### config.mk
export PLATFORM = sky130hd
export DESIGN_NAME = gate_share_sched
export DESIGN_NICKNAME = d
export VERILOG_FILES = /design/src/rtl/gate_share_sched_pkg.sv /design/src/rtl/gate_share_sched_rr_pick.sv /design/src/rtl/gate_share_sched.sv
export SDC_FILE = /design/constraint.sdc
export NUM_CORES = 1
export LEC_CHECK = 0
export CORE_ASPECT_RATIO = 1.25
export CORE_MARGIN = 5
export CORE_UTILIZATION = 40
export CTS_CLUSTER_SIZE = 8
export DETAILED_ROUTE_END_ITERATION = 7
export DONT_BUFFER_PORTS = 1
export HOLD_SLACK_MARGIN = 0.15
export PLACE_DENSITY = 0.63
export SLEW_MARGIN = 20
export SYNTH_ARGS = -nofsm -noshare
export SYNTH_HDL_FRONTEND = slang
export SYNTH_SLANG_ARGS = --single-unit
export TNS_END_PERCENT = 1
### constraint.sdc
create_clock -name clk -period 1.78 [get_ports clk]
set_input_delay 0.534 -clock clk [delete_from_list [all_inputs] [get_ports clk]]
set_output_delay 0.534 -clock clk [all_outputs]
set_load 0.01 [all_outputs]
### src/rtl/gate_share_sched_pkg.sv
// Shared types for gate_share_sched: FSM states, gate opcodes, counter width.
// Latency: n/a (types only). Backpressure: n/a.
// Optional opcode select is enabled in the top by GATE_OP_SEL_EN.
package gate_share_pkg;

    typedef enum logic [1:0] {
        IDLE = 2'd0,
        EXEC = 2'd1,
        RESP = 2'd2
    } state_t;

    typedef enum logic [1:0] {
        GATE_AND  = 2'b00,
        GATE_OR   = 2'b01,
        GATE_XOR  = 2'b10,
        GATE_NAND = 2'b11
    } gate_op_t;

    localparam int OPCNT_W = 8;

    function automatic logic gate_eval(input gate_op_t op, input logic a, input logic b);
        logic r;
        case (op)
            GATE_AND: r = a & b;
            GATE_OR:  r = a | b;
            GATE_XOR: r = a ^ b;
            default:  r = ~(a & b);
        endcase
        return r;
    endfunction

endpackage

### src/rtl/gate_share_sched_rr_pick.sv
// Round-robin first-set-bit finder: lowest request index at/after ptr, wrapping.
// Latency: combinational. Backpressure: none.
// Out-of-range pointer encodings are treated as 0.
module rr_pick #(
    parameter int N_REQ = 4,
    parameter int PTR_W = $clog2(N_REQ)
) (
    input  logic [N_REQ-1:0] req_i,
    input  logic [PTR_W-1:0] ptr_i,
    output logic             any_o,
    output logic [N_REQ-1:0] oh_o,
    output logic [PTR_W-1:0] idx_o
);

    int               base;
    logic [PTR_W-1:0] cand;

    always_comb begin
        any_o = 1'b0;
        oh_o  = '0;
        idx_o = '0;
        cand  = '0;
        base  = (int'(ptr_i) < N_REQ) ? int'(ptr_i) : 0;
        for (int i = 0; i < N_REQ; i++) begin
            cand = PTR_W'((base + i) % N_REQ);
            if (!any_o && req_i[cand]) begin
                any_o       = 1'b1;
                idx_o       = cand;
                oh_o[cand]  = 1'b1;
            end
        end
    end

endmodule

### src/rtl/gate_share_sched.sv
// Round-robin scheduler sharing one registered 2-input gate unit among N_REQ requesters.
// Latency: grant 1 cycle after arbitration, response 2 cycles after; min 3 cycles/op.
// Backpressure: response held until winner's rsp_ready_i; opcode select via GATE_OP_SEL_EN.
module gate_share_sched
    import gate_share_pkg::*;
#(
    parameter int N_REQ  = 4,
    parameter int DATA_W = 4
) (
    input  logic                    clk,
    input  logic                    rst,
    input  logic [N_REQ-1:0]        req_i,
    input  logic [N_REQ*DATA_W-1:0] a_i,
    input  logic [N_REQ*DATA_W-1:0] b_i,
`ifdef GATE_OP_SEL_EN
    input  logic [N_REQ*2-1:0]      op_i,
`endif
    output logic [N_REQ-1:0]        gnt_o,
    output logic [N_REQ-1:0]        rsp_valid_o,
    input  logic [N_REQ-1:0]        rsp_ready_i,
    output logic [DATA_W-1:0]       rsp_data_o,
    output logic                    busy_o,
    output logic [OPCNT_W-1:0]      op_count_o
);

    localparam int PTR_W = $clog2(N_REQ);

    state_t              state_q, state_d;
    logic [PTR_W-1:0]    ptr_q, ptr_d;
    logic [PTR_W-1:0]    win_q, win_d;
    logic [DATA_W-1:0]   a_q, a_d, b_q, b_d, res_q, res_d;
    logic [OPCNT_W-1:0]  cnt_q, cnt_d;
    logic [N_REQ-1:0]    win_oh;
    logic                pick_any;
    logic [N_REQ-1:0]    pick_oh;
    logic [PTR_W-1:0]    pick_idx;
    logic [DATA_W-1:0]   gate_res;
    gate_op_t            op_sel;

`ifdef GATE_OP_SEL_EN
    gate_op_t op_q, op_d;
    assign op_sel = op_q;
`else
    assign op_sel = GATE_AND;
`endif

    rr_pick #(.N_REQ(N_REQ), .PTR_W(PTR_W)) u_pick (
        .req_i (req_i),
        .ptr_i (ptr_q),
        .any_o (pick_any),
        .oh_o  (pick_oh),
        .idx_o (pick_idx)
    );

    assign win_oh      = N_REQ'(1) << win_q;
    assign gnt_o       = (state_q == EXEC) ? win_oh : '0;
    assign rsp_valid_o = (state_q == RESP) ? win_oh : '0;
    assign rsp_data_o  = res_q;
    assign busy_o      = (state_q != IDLE);
    assign op_count_o  = cnt_q;

    always_comb begin
        gate_res = '0;
        for (int k = 0; k < DATA_W; k++) begin
            gate_res[k] = gate_eval(op_sel, a_q[k], b_q[k]);
        end
    end

    always_comb begin
        state_d = state_q;
        ptr_d   = ptr_q;
        win_d   = win_q;
        a_d     = a_q;
        b_d     = b_q;
        res_d   = res_q;
        cnt_d   = cnt_q;
`ifdef GATE_OP_SEL_EN
        op_d    = op_q;
`endif
        case (state_q)
            IDLE: begin
                // Operands are captured only here; requesters are free to change them afterwards.
                if (pick_any) begin
                    win_d   = pick_idx;
                    a_d     = a_i[int'(pick_idx)*DATA_W +: DATA_W];
                    b_d     = b_i[int'(pick_idx)*DATA_W +: DATA_W];
`ifdef GATE_OP_SEL_EN
                    op_d    = gate_op_t'(op_i[int'(pick_idx)*2 +: 2]);
`endif
                    state_d = EXEC;
                end
            end
            EXEC: begin
                res_d   = gate_res;
                state_d = RESP;
            end
            RESP: begin
                if (rsp_ready_i[win_q]) begin
                    ptr_d   = (win_q == PTR_W'(N_REQ-1)) ? '0 : win_q + PTR_W'(1);
                    cnt_d   = cnt_q + OPCNT_W'(1);
                    state_d = IDLE;
                end
            end
            default: state_d = IDLE;
        endcase
    end

    always_ff @(posedge clk) begin
        if (rst) begin
            state_q <= IDLE;
            ptr_q   <= '0;
            win_q   <= '0;
            a_q     <= '0;
            b_q     <= '0;
            res_q   <= '0;
            cnt_q   <= '0;
`ifdef GATE_OP_SEL_EN
            op_q    <= GATE_AND;
`endif
        end else begin
            state_q <= state_d;
            ptr_q   <= ptr_d;
            win_q   <= win_d;
            a_q     <= a_d;
            b_q     <= b_d;
            res_q   <= res_d;
            cnt_q   <= cnt_d;
`ifdef GATE_OP_SEL_EN
            op_q    <= op_d;
`endif
        end
    end

endmodule

# Yosys cells after proc, flatten, opt, wreduce, memory -nomap -nowiden
# Cells that the tools add are included.
[word_totals] regBits=26 in_bits=42 out_inout_bits=21 wordCells=64
[op_classes] addsub=5 order_cmp=5 n_eq_ne=5 shift=3 n_mux=24 n_bitwise=4 n_reduce_logical=11
[op_table] op="16-bit by 5-bit variable part select with 4-bit output" count=2
[op_table] op="2-bit by 3-bit less-than comparator with 1-bit output, second input constant" count=5
[op_table] op="2-bit 2-to-1 mux" count=7
[op_table] op="1-bit binary-select mux with 2-bit select" count=5
[op_table] op="1-bit 2-to-1 mux" count=9
[op_table] op="8-bit by 1-bit adder with 8-bit output, second input constant" count=1
[op_table] op="4-bit 2-to-1 mux" count=2
[op_table] op="2-bit case mux with 3 select lines" count=1
[op_table] op="2-bit AND reduction" count=3
[op_table] op="2-bit by 1-bit adder with 2-bit output, second input constant" count=2
[op_table] op="2-bit adder, second input constant" count=2
[op_table] op="1-bit bitwise AND" count=4
[op_table] op="2-bit == test, second input constant" count=2
[op_table] op="1-bit by 2-bit << shifter with 4-bit output, first input constant" count=1
[op_table] op="1-bit logical AND" count=3
[op_table] op="1-bit logical NOT" count=3
[op_table] op="2-bit by 1-bit == test with 1-bit output, second input constant" count=1
[op_table] op="2-bit logical NOT" count=1
[op_table] op="2-bit by 1-bit inequality test with 1-bit output, second input constant" count=1
[op_table] op="2-bit inequality test, second input constant" count=1
[op_table] op="2-bit nonzero test" count=1

# Logic depth before layout (Yosys ltp)
# Gate-level depths: netlist of the first run.
[depth] word_depth=14 depth_mapped=7

# Cells and area by module
# Synthesis of the first run repeated with hierarchy kept, for this count alone.
[hier_totals] cells_unflattened=200 hier_area_um2=1771.7
[modules_own_cells] module="gate_share_sched" n_inst=1 cells_per_inst=155 area_each_um2=1350.0 seq_area_each_um2=520.5
[modules_own_cells] module="rr_pick" n_inst=1 cells_per_inst=45 area_each_um2=421.7 seq_area_each_um2=0.0

# Worst setup path after synthesis of the first run
# No wires, ideal clock.
[synth_path] path_kind="input port to flip-flop" start="input req_i[1]" end="register a_q[0]" setup_time_ns=0.138 arrival_time_ns=1.642 required_ns=1.642 setup_slack_ns=0.000 path_stages=7 path_cell_list="or2_1 buf_2 and4b_1 buf_2 nor2_8 mux2i_1 o211ai_1"
[synth_via] elab_chain_len=13
[synth_lines] item="from (decl)" line_no="gate_share_sched.sv:12" rtl="input logic [N_REQ-1:0] req_i,"
[synth_lines] item="1-bit binary-select mux with 2-bit select" line_no="gate_share_sched_rr_pick.sv:26" rtl="if (!any_o && req_i[cand]) begin"
[synth_lines] item="1-bit 2-to-1 mux (not written as such)" line_no="gate_share_sched_rr_pick.sv:26"
[synth_lines] item="1-bit 2-to-1 mux" line_no="gate_share_sched_rr_pick.sv:26"
[synth_lines] item="1-bit logical NOT" line_no="gate_share_sched_rr_pick.sv:26"
[synth_lines] item="1-bit logical AND" line_no="gate_share_sched_rr_pick.sv:26"
[synth_lines] item="1-bit 2-to-1 mux" line_no="gate_share_sched_rr_pick.sv:26"
[synth_lines] item="1-bit logical NOT" line_no="gate_share_sched_rr_pick.sv:26"
[synth_lines] item="1-bit logical AND" line_no="gate_share_sched_rr_pick.sv:26"
[synth_lines] item="1-bit 2-to-1 mux" line_no="gate_share_sched_rr_pick.sv:26"
[synth_lines] item="1-bit logical NOT" line_no="gate_share_sched_rr_pick.sv:26"
[synth_lines] item="1-bit logical AND" line_no="gate_share_sched_rr_pick.sv:26"
[synth_lines] item="2-bit 2-to-1 mux / 1-bit 2-to-1 mux (equally long branches)" line_no="gate_share_sched_rr_pick.sv:26"
[synth_lines] item="16-bit by 5-bit variable part select with 4-bit output / 2-bit AND reduction (equally long branches)"
[synth_lines] item="to (signal assigned)" line_no="gate_share_sched.sv:113" rtl="a_q <= '0;"
[synth_lines] item="to (signal assigned)" line_no="gate_share_sched.sv:124" rtl="a_q <= a_d;"
[synth_lines] item="to (decl)" line_no="gate_share_sched.sv:31" rtl="logic [DATA_W-1:0] a_q, a_d, b_q, b_d, res_q, res_d;"
# Several ways; a longest one is shown, not always the timed one. The select of a mux whose other input is x is not followed.
# A chain may end at the register's enable or synchronous reset.

# Worst setup path in the final report of the first run
[layout_path] start="register win_q[0]" end="output gnt_o[2]"
[layout_via] elab_chain_len=2
[layout_lines] item="from (decl)" line_no="gate_share_sched.sv:30" rtl="logic [PTR_W-1:0] win_q, win_d;"
[layout_lines] item="from (signal assigned)" line_no="gate_share_sched.sv:123" rtl="win_q <= win_d;"
[layout_lines] item="1-bit by 2-bit << shifter with 4-bit output" line_no="gate_share_sched.sv:55" rtl="assign win_oh = N_REQ'(1) << win_q;"
[layout_lines] item="4-bit 2-to-1 mux" line_no="gate_share_sched.sv:56" rtl="assign gnt_o = (state_q == EXEC) ? win_oh : '0;"
[layout_lines] item="to (decl)" line_no="gate_share_sched.sv:18" rtl="output logic [N_REQ-1:0] gnt_o,"
# Every way passes these cells.

==> metrics.csv, run 1 <==
metric,value,unit
status,finished clean,
cpLargestDelayFamily,flip-flops,
grt_pass1_wl,6310,um
area_growth_syn_to_layout,10.6,%
drive_gt1_frac,0.168,
p_per_area,733,nW/um^2
p_switching,0.328,mW
worstPathArrival,1150,ps
avgSynthCellArea,8.51,sq um
dr.first_iter.drc_count,47,
yosysTopAreaCell,dfxtp_1,
rrSetupSlack,170,ps
cts_setup_buffers,0,
seq_area_frac_synth,0.334,
cts_tree,yes,
pwr-share-clk,0.291,
synthTopCellsByArea,"dfxtp_1, nand2_1, mux2i_1, nand3_1, a21bo_2",
leakage,0.660,nW
fin_skew,2.41,ps
synth_cell_type_count,43,
maxCapViolCount,0,
clkTransAtPathRegs,80,ps
post-route-period-util,0.947,
slew_viol_final,0,
worstSetupStartpoint,win_q[0],
critPathSlowestCell,dfxtp_2,
dr.pass1.iters,4,
r2r-start,ptr_q[0],
finalSetupViolCount,0,
crit_path_start_kind,register,
ctsRootBufferMaster,clkbuf_8,
place.gp.congestion,0.850,
grt-ovfl-total,0,
grt_max_degree,22,
swShare,0.260,
dieArea,5250,sq um
cp_max_fo,5,
dp_hpwl,3010,um
yosysMostFrequentCell,dfxtp_1,
rsz0062_at_grt,no,
vias_per_cell,5.31,
port_buffers,0,
fin_nets,239,
tightest_slew,389,ps
initial_core_util,0.412,
critPathKind,reg2out,
power,1.26,mW
die_w,65.8,um
num_rows,25,
timing.critical_path.buf_inv,2,
min-delay-start,rst,
h-tree-depth,1,
dieHeight,79.8,um
ctsHoldBuffers,0,
path_cells,"buf_4, inv_1, ha_1, and2_1",
wl_per_cell,14.9,um
p_seq_frac,0.512,
timing.final.ws_setup,93.6,ps
grt.total_usage,0.151,
synth_nets,230,
cpPeakStageDelay,340,ps
vias,1300,
routed_wl,3650,um
antenna_cells,0,
grt_pass1_vias,1357,
num-fill-cells,373,
netlist_area,1560,sq um
endpoint_kind,output pin,
ioPinCount,63,
final_antenna_net_count,0,
synth_enable_flop_cells,0,
critPathRequiredTime,1250,ps
relSlewSlack,0.741,
antenna_found_initial,0,
yosys_warnings,0,
syn_inst,183,
clockBufferDepth,2,
synth_top_area_frac,0.334,
hold_violations,0,
cellInternalPower,0.935,mW
fmax,0.593,GHz
min-delay-path-class,in2reg,
post_cts_resized,0,
synth_top_flop_cell,dfxtp_1,
numCtsBuffers,3,
cts_sinks,26,
synth_seq_cells,26,
clk_latency,260,ps
combPwrFrac,0.197,
netlist_top_cells_count,"dfxtp_1, nand2_1, nand3_1, a21oi_1, nor2_1",
async_reset_ff_frac,0,
drc,0,
dp_slack,-87.7,ps
finalCriticalPeriod,1690,ps
coreArea,3780,sq um
irDropWorstVdd,0.338,mV
-- worst register-to-register path, delay by kind of cell, from the launching register on --
family / cells / cell delay, ps
AO/OA/AOI/OAI: 3 / 490
flip-flops: 1 / 420
AND/OR/NAND/NOR: 2 / 630
-- layer usage --
layer | vias to the layer above | track usage | wire (um)
li1 | 667 | - | -
met1 | 579 | 0.169 | 1430
met2 | 52 | 0.269 | 1830
met3 | 2 | 0.0535 | 359
met4 | 0 | 0.0373 | 24
met5 | - | 0 | 0
-- through the flow --
step           instances  setup TNS [ps]  hold WS (ps)  cell area, sq um  utilization
2_1_floorplan        183               0           442              1570            -
3_3_place_gp         241           -15.2           457              1660        0.439
3_5_place_dp         241            -559           459              1660        0.439
4_1_cts              245               0           322              1720        0.454
5_1_grt              245               0           302              1720        0.455
6_report             245               0           323              1720        0.455
-- placed cells by master (no fill, tap or decap), drive strengths merged, types with 8 or more instances in the layout --
cell type / synthesis / final
dfxtp: 26 / 26
nand2: 23 / 23
nand3: 15 / 15
a21oi: 13 / 13
nor2: 12 / 12
buf: 6 / 11
o21ai: 10 / 10
and2: 9 / 9
mux2i: 8 / 8
-- flip-flops by register name, indices dropped and copies added, names as in the netlist --
register and flops:
op_count_o 8, a_q 4, rsp_data_o 4, state_q 2, b_q 4, ptr_q 2, win_q 2
-- area by class of cell --
type,instances,area (sq um),share of cell area
Sequential cell,26,522,0.303
Inverter,4,15.0,0.00871
Multi-Input combinational cell,146,981,0.569
Timing Repair Buffer,11,82.6,0.0479
Clock buffer,4,55.1,0.0320
Tap cell,54,67.6,0.0392
-- path summary, 6_finish.rpt --
path / to / cells after the start
setup / recovery: gnt_o[2] / 4
hold / removal: win_q[0] / 1
setup reg to reg: b_q[1] / 5
hold reg to reg: b_q[2] / 2
-- cell families after synthesis --
kind of cell,Yosys count,synth area share
AND/OR/NAND/NOR,85,0.306
AO/OA/AOI/OAI,42,0.187
flip-flops,26,0.334
buffers and inverters,11,0.0385
multiplexers,9,0.0659
XOR/XNOR,5,0.0281
adder cells (fa/ha/maj),5,0.0402
-- power by group through the flow --
stage / clock (mW) / combinational [mW] / sequential, mW
floorplan: 0 / 0.194 / 0.655
detailed placement: 0 / 0.249 / 0.661
global route: 0.409 / 0.282 / 0.655
global placement: 0 / 0.241 / 0.658
CTS: 0.382 / 0.251 / 0.647
finish: 0.367 / 0.249 / 0.647
No activity file was read; power rests on OpenSTA's default activity.
==> run 2, diff against run 1 <==
- GPL_TIMING_DRIVEN: not set -> 0
==> run 2 against run 1 <==
Against the previous run:
- global-route usage fell by 1.4 points
- wire length down 5.3%
- worst setup slack better by 14 ps
- via count decreased by 2.6%
- largest cell class unchanged
- clock skew increased by 1.5 ps
==> metrics.csv, run 2 (synthesis gave the netlist of run 1 again) <==
metric,value,unit
grt-ovfl-total,0,
grt_pass1_vias,1277,
final_antenna_net_count,0,
wl_per_cell,14.3,um
dp_hpwl,2820,um
drive_gt1_frac,0.150,
timing.final.ws_setup,108,ps
ctsRootBufferMaster,clkbuf_8,
finalSetupViolCount,0,
endpoint_kind,output pin,
grt_max_degree,15,
antenna_cells,0,
fin_nets,235,
fin_util,0.455,
largest_reg_flops,8,
area_growth_syn_to_layout,10.6,%
drc,0,
fin_skew,3.95,ps
fmax,0.598,GHz
grt.total_usage,0.138,
dieArea,5250,sq um
h-tree-depth,1,
dr.pass1.iters,4,
grt_pass1_wl,5690,um
irDropWorstVdd,0.257,mV
holdPathStages,2,
clk_latency,260,ps
worstPathArrival,1140,ps
status,finished clean,
die_w,65.8,um
vias,1266,
post-route-period-util,0.939,
cp_max_fo,5,
r2r_cells,5,
stdcell_count,241,
num_rows,25,
fin_setup_tns,0,ps
port_buffers,0,
dp_cells,237,
tightest_slew,475,ps
place.gp.congestion,0.762,
ctsHoldBuffers,0,
relSlewSlack,0.683,
dr.first_iter.drc_count,19,
routed_wl,3460,um
dp_slack,-172,ps
leakage,0.644,nW
hold_violations,0,
min-delay-path-class,in2reg,
cts_sinks,26,
layout_common_cells,"dfxtp_1, nand2_1, nand3_1",
finalCriticalPeriod,1670,ps
critPathRequiredTime,1250,ps
final_common_cell,dfxtp_1,
initial_core_util,0.412,
numCtsBuffers,3,
ioPinCount,63,
coreArea,3780,sq um
power,1.26,mW
p_per_area,732,nW/um^2
antenna_found_initial,0,
dieHeight,79.8,um
cts_setup_buffers,0,
vias_per_cell,5.25,
rsz0062_at_grt,yes,
clkTransAtPathRegs,90,ps
slew_viol_final,0,
critPathKind,reg2out,
maxCapViolCount,0,
clockBufferDepth,2,
crit_path_start_kind,register,
cts_tree,yes,
## run 2: repair_timing
item / 4_1_cts / 5_1_grt
setup endpoints to repair: 4 / 16
gates cloned: 0 / 0
hold endpoints to repair: 0 / 0
pin swaps: 0 / 3
resized for setup: 2 / 5
## run 2: power breakdown
part | switching [mW] | internal, mW
clock network | 0.174 | 0.197
registers | 0.0301 | 0.620
logic | 0.134 | 0.105
total | 0.338 | 0.923
## run 2: through the flow
stage | cell area [sq um] | hold slack [ps]
after global routing | 1720 | 478
after detailed placement | 1640 | 461
after CTS | 1700 | 447
final | 1720 | 456
after floorplan | 1570 | 442
after global placement | 1640 | 461
## run 2: critical path, cell delays in order, from the launching register on
cell and delay (ps):
dfxtp_1 430, inv_1 90, ha_1 190, and2_1 170
## run 2: final timing paths
check / startpoint / slack [ps] / end
max: win_q[1] / 110 / rsp_valid_o[0]
min: a_i[7] / 460 / a_q[3]
max reg2reg: ptr_q[0] / 130 / a_q[3]
min reg2reg: b_q[0] / 480 / rsp_data_o[0]
## run 2: layout make-up
type	instances	area (sq um)
Tap cell	54	67.6
Inverter	4	15.0
Clock buffer	4	55.1
Sequential cell	26	522
Multi-Input combinational cell	146	1010
Fill cell	375	2060
Buffer	7	57.6
## run 2: per-layer routing
metal  routed length, um  share of wire  track usage  vias up
li1                    -              -            -      661
met1                1460           0.42        0.154      552
met2                1650           0.48        0.238       49
met3                 299          0.087       0.0437        4
met4                  45          0.013       0.0560        0
met5                   0              0            0        -
==> run 3, diff against run 2 <==
- REMOVE_ABC_BUFFERS: not set -> 1
==> run 3 against run 2 <==
Against the previous run:
- flip-flop and latch count is the same
- clock power shrank 1%
- largest power group unchanged
- fmax grew 0.26%
- combinational power shrank 8.3%
- register-to-register slack lost 20 ps
- sequential share of layout area grew 1.0 points
- clock skew grew 0.53 ps
- via count grew 2.6%
==> metrics.csv, run 3 (synthesis gave the netlist of run 1 again) <==
metric,value,unit
tightest_slew,444,ps
cp_max_fo,9,
grt_pass1_wl,5750,um
fin_area,1670,sq um
hold_violations,0,
min-delay-path-class,in2reg,
clockBufferDepth,2,
dp_cells,230,
dp_hpwl,2900,um
critPathRequiredTime,1920,ps
drc,0,
num_rows,25,
antenna_cells,0,
ioPinCount,63,
fin_util,0.440,
dr.first_iter.drc_count,41,
dieArea,5250,sq um
ctsRootBufferMaster,clkbuf_8,
grt_max_degree,22,
worstHoldEndpoint,op_count_o[4],
grt_pass1_vias,1323,
reg2reg_to,a_q[3],
finalCriticalPeriod,1670,ps
largest_reg_flops,8,
clk_latency,260,ps
slew_viol_final,0,
dieHeight,79.8,um
post-route-period-util,0.937,
maxCapViolCount,0,
rrSetupSlack,110,ps
critPathKind,reg2reg,
worstPathArrival,1810,ps
fin_skew,4.48,ps
rsz0062_at_grt,yes,
endpoint_kind,register,
cts_sinks,26,
cts_tree,yes,
grt-ovfl-total,0,
placed_cell_area,1580,sq um
fin_nets,228,
crit_path_start_kind,register,
final_antenna_net_count,0,
wl_per_cell,14.8,um
status,finished clean,
h-tree-depth,1,
coreArea,3780,sq um
port_buffers,0,
antenna_found_initial,0,
dr.pass1.iters,4,
min-delay-start,rst,
relSlewSlack,0.704,
routed_wl,3470,um
stdcell_count,234,
area_growth_syn_to_layout,6.91,%
r2r_cells,5,
vias,1299,
holdPathStages,1,
drive_gt1_frac,0.128,
vias_per_cell,5.55,
place.gp.congestion,0.743,
power,1.24,mW
finalSetupViolCount,0,
r2r-start,ptr_q[0],
timing.final.ws_setup,112,ps
grt.total_usage,0.138,
irDropWorstVdd,0.280,mV
die_w,65.8,um
leakage,0.613,nW
dp_slack,-145,ps
clkTransAtPathRegs,80,ps
fmax,0.600,GHz
initial_core_util,0.412,
layout_common_cells,"dfxtp_1, nand2_1, nand3_1",
final_common_cell,dfxtp_1,
p_per_area,744,nW/um^2
numCtsBuffers,3,
-- run 3: repair_timing --
item,CTS,global route
resized for setup,1,6
buffers inserted,0,0
hold endpoints to repair,0,0
setup endpoints to repair,7,15
hold buffers,0,0
-- run 3: metal layers --
layer	part of all wire	track usage
met4	0.0095	0.0498
met2	0.52	0.255
met3	0.092	0.0338
met5	0	0
met1	0.38	0.148
-- run 3: how the worst max path moves through the flow --
stage,start,slack (ps),depth (start not counted),to
6_report,ptr_q[0],110,5,a_q[3]
3_5_place_dp,req_i[1],-150,5,b_q[1]
3_3_place_gp,req_i[1],-110,5,a_q[3]
2_1_floorplan,req_i[1],50,5,a_q[0]
5_1_grt,ptr_q[0],-10,5,a_q[3]
4_1_cts,state_q[1],-10,5,a_q[0]
-- run 3: metrics by stage --
stage,hold WS (ps),TNS (ps)
2_1_floorplan,442,0
5_1_grt,312,-14.1
3_5_place_dp,456,-1050
4_1_cts,320,-57.4
6_report,327,0
3_3_place_gp,457,-787
-- run 3: power breakdown --
group          switching, mW  internal (mW)  total, mW
logic                  0.125         0.0948      0.220
registers             0.0322          0.620      0.652
clock network          0.169          0.197      0.366
-- run 3: worst max-delay path: stages, from the launching register on --
cell and delay [ps]:
dfxtp_1 400, nand2b_1 190, nand4b_1 320, and3_1 320, a211oi_1 210, o22ai_1 110
-- run 3: final cells by class --
class,instances,area [sq um]
fill,379,2120
sequential,26,522
multi-input combinational,146,1010
clock buffer,4,55.1
tap,54,67.6
inverter,4,15.0
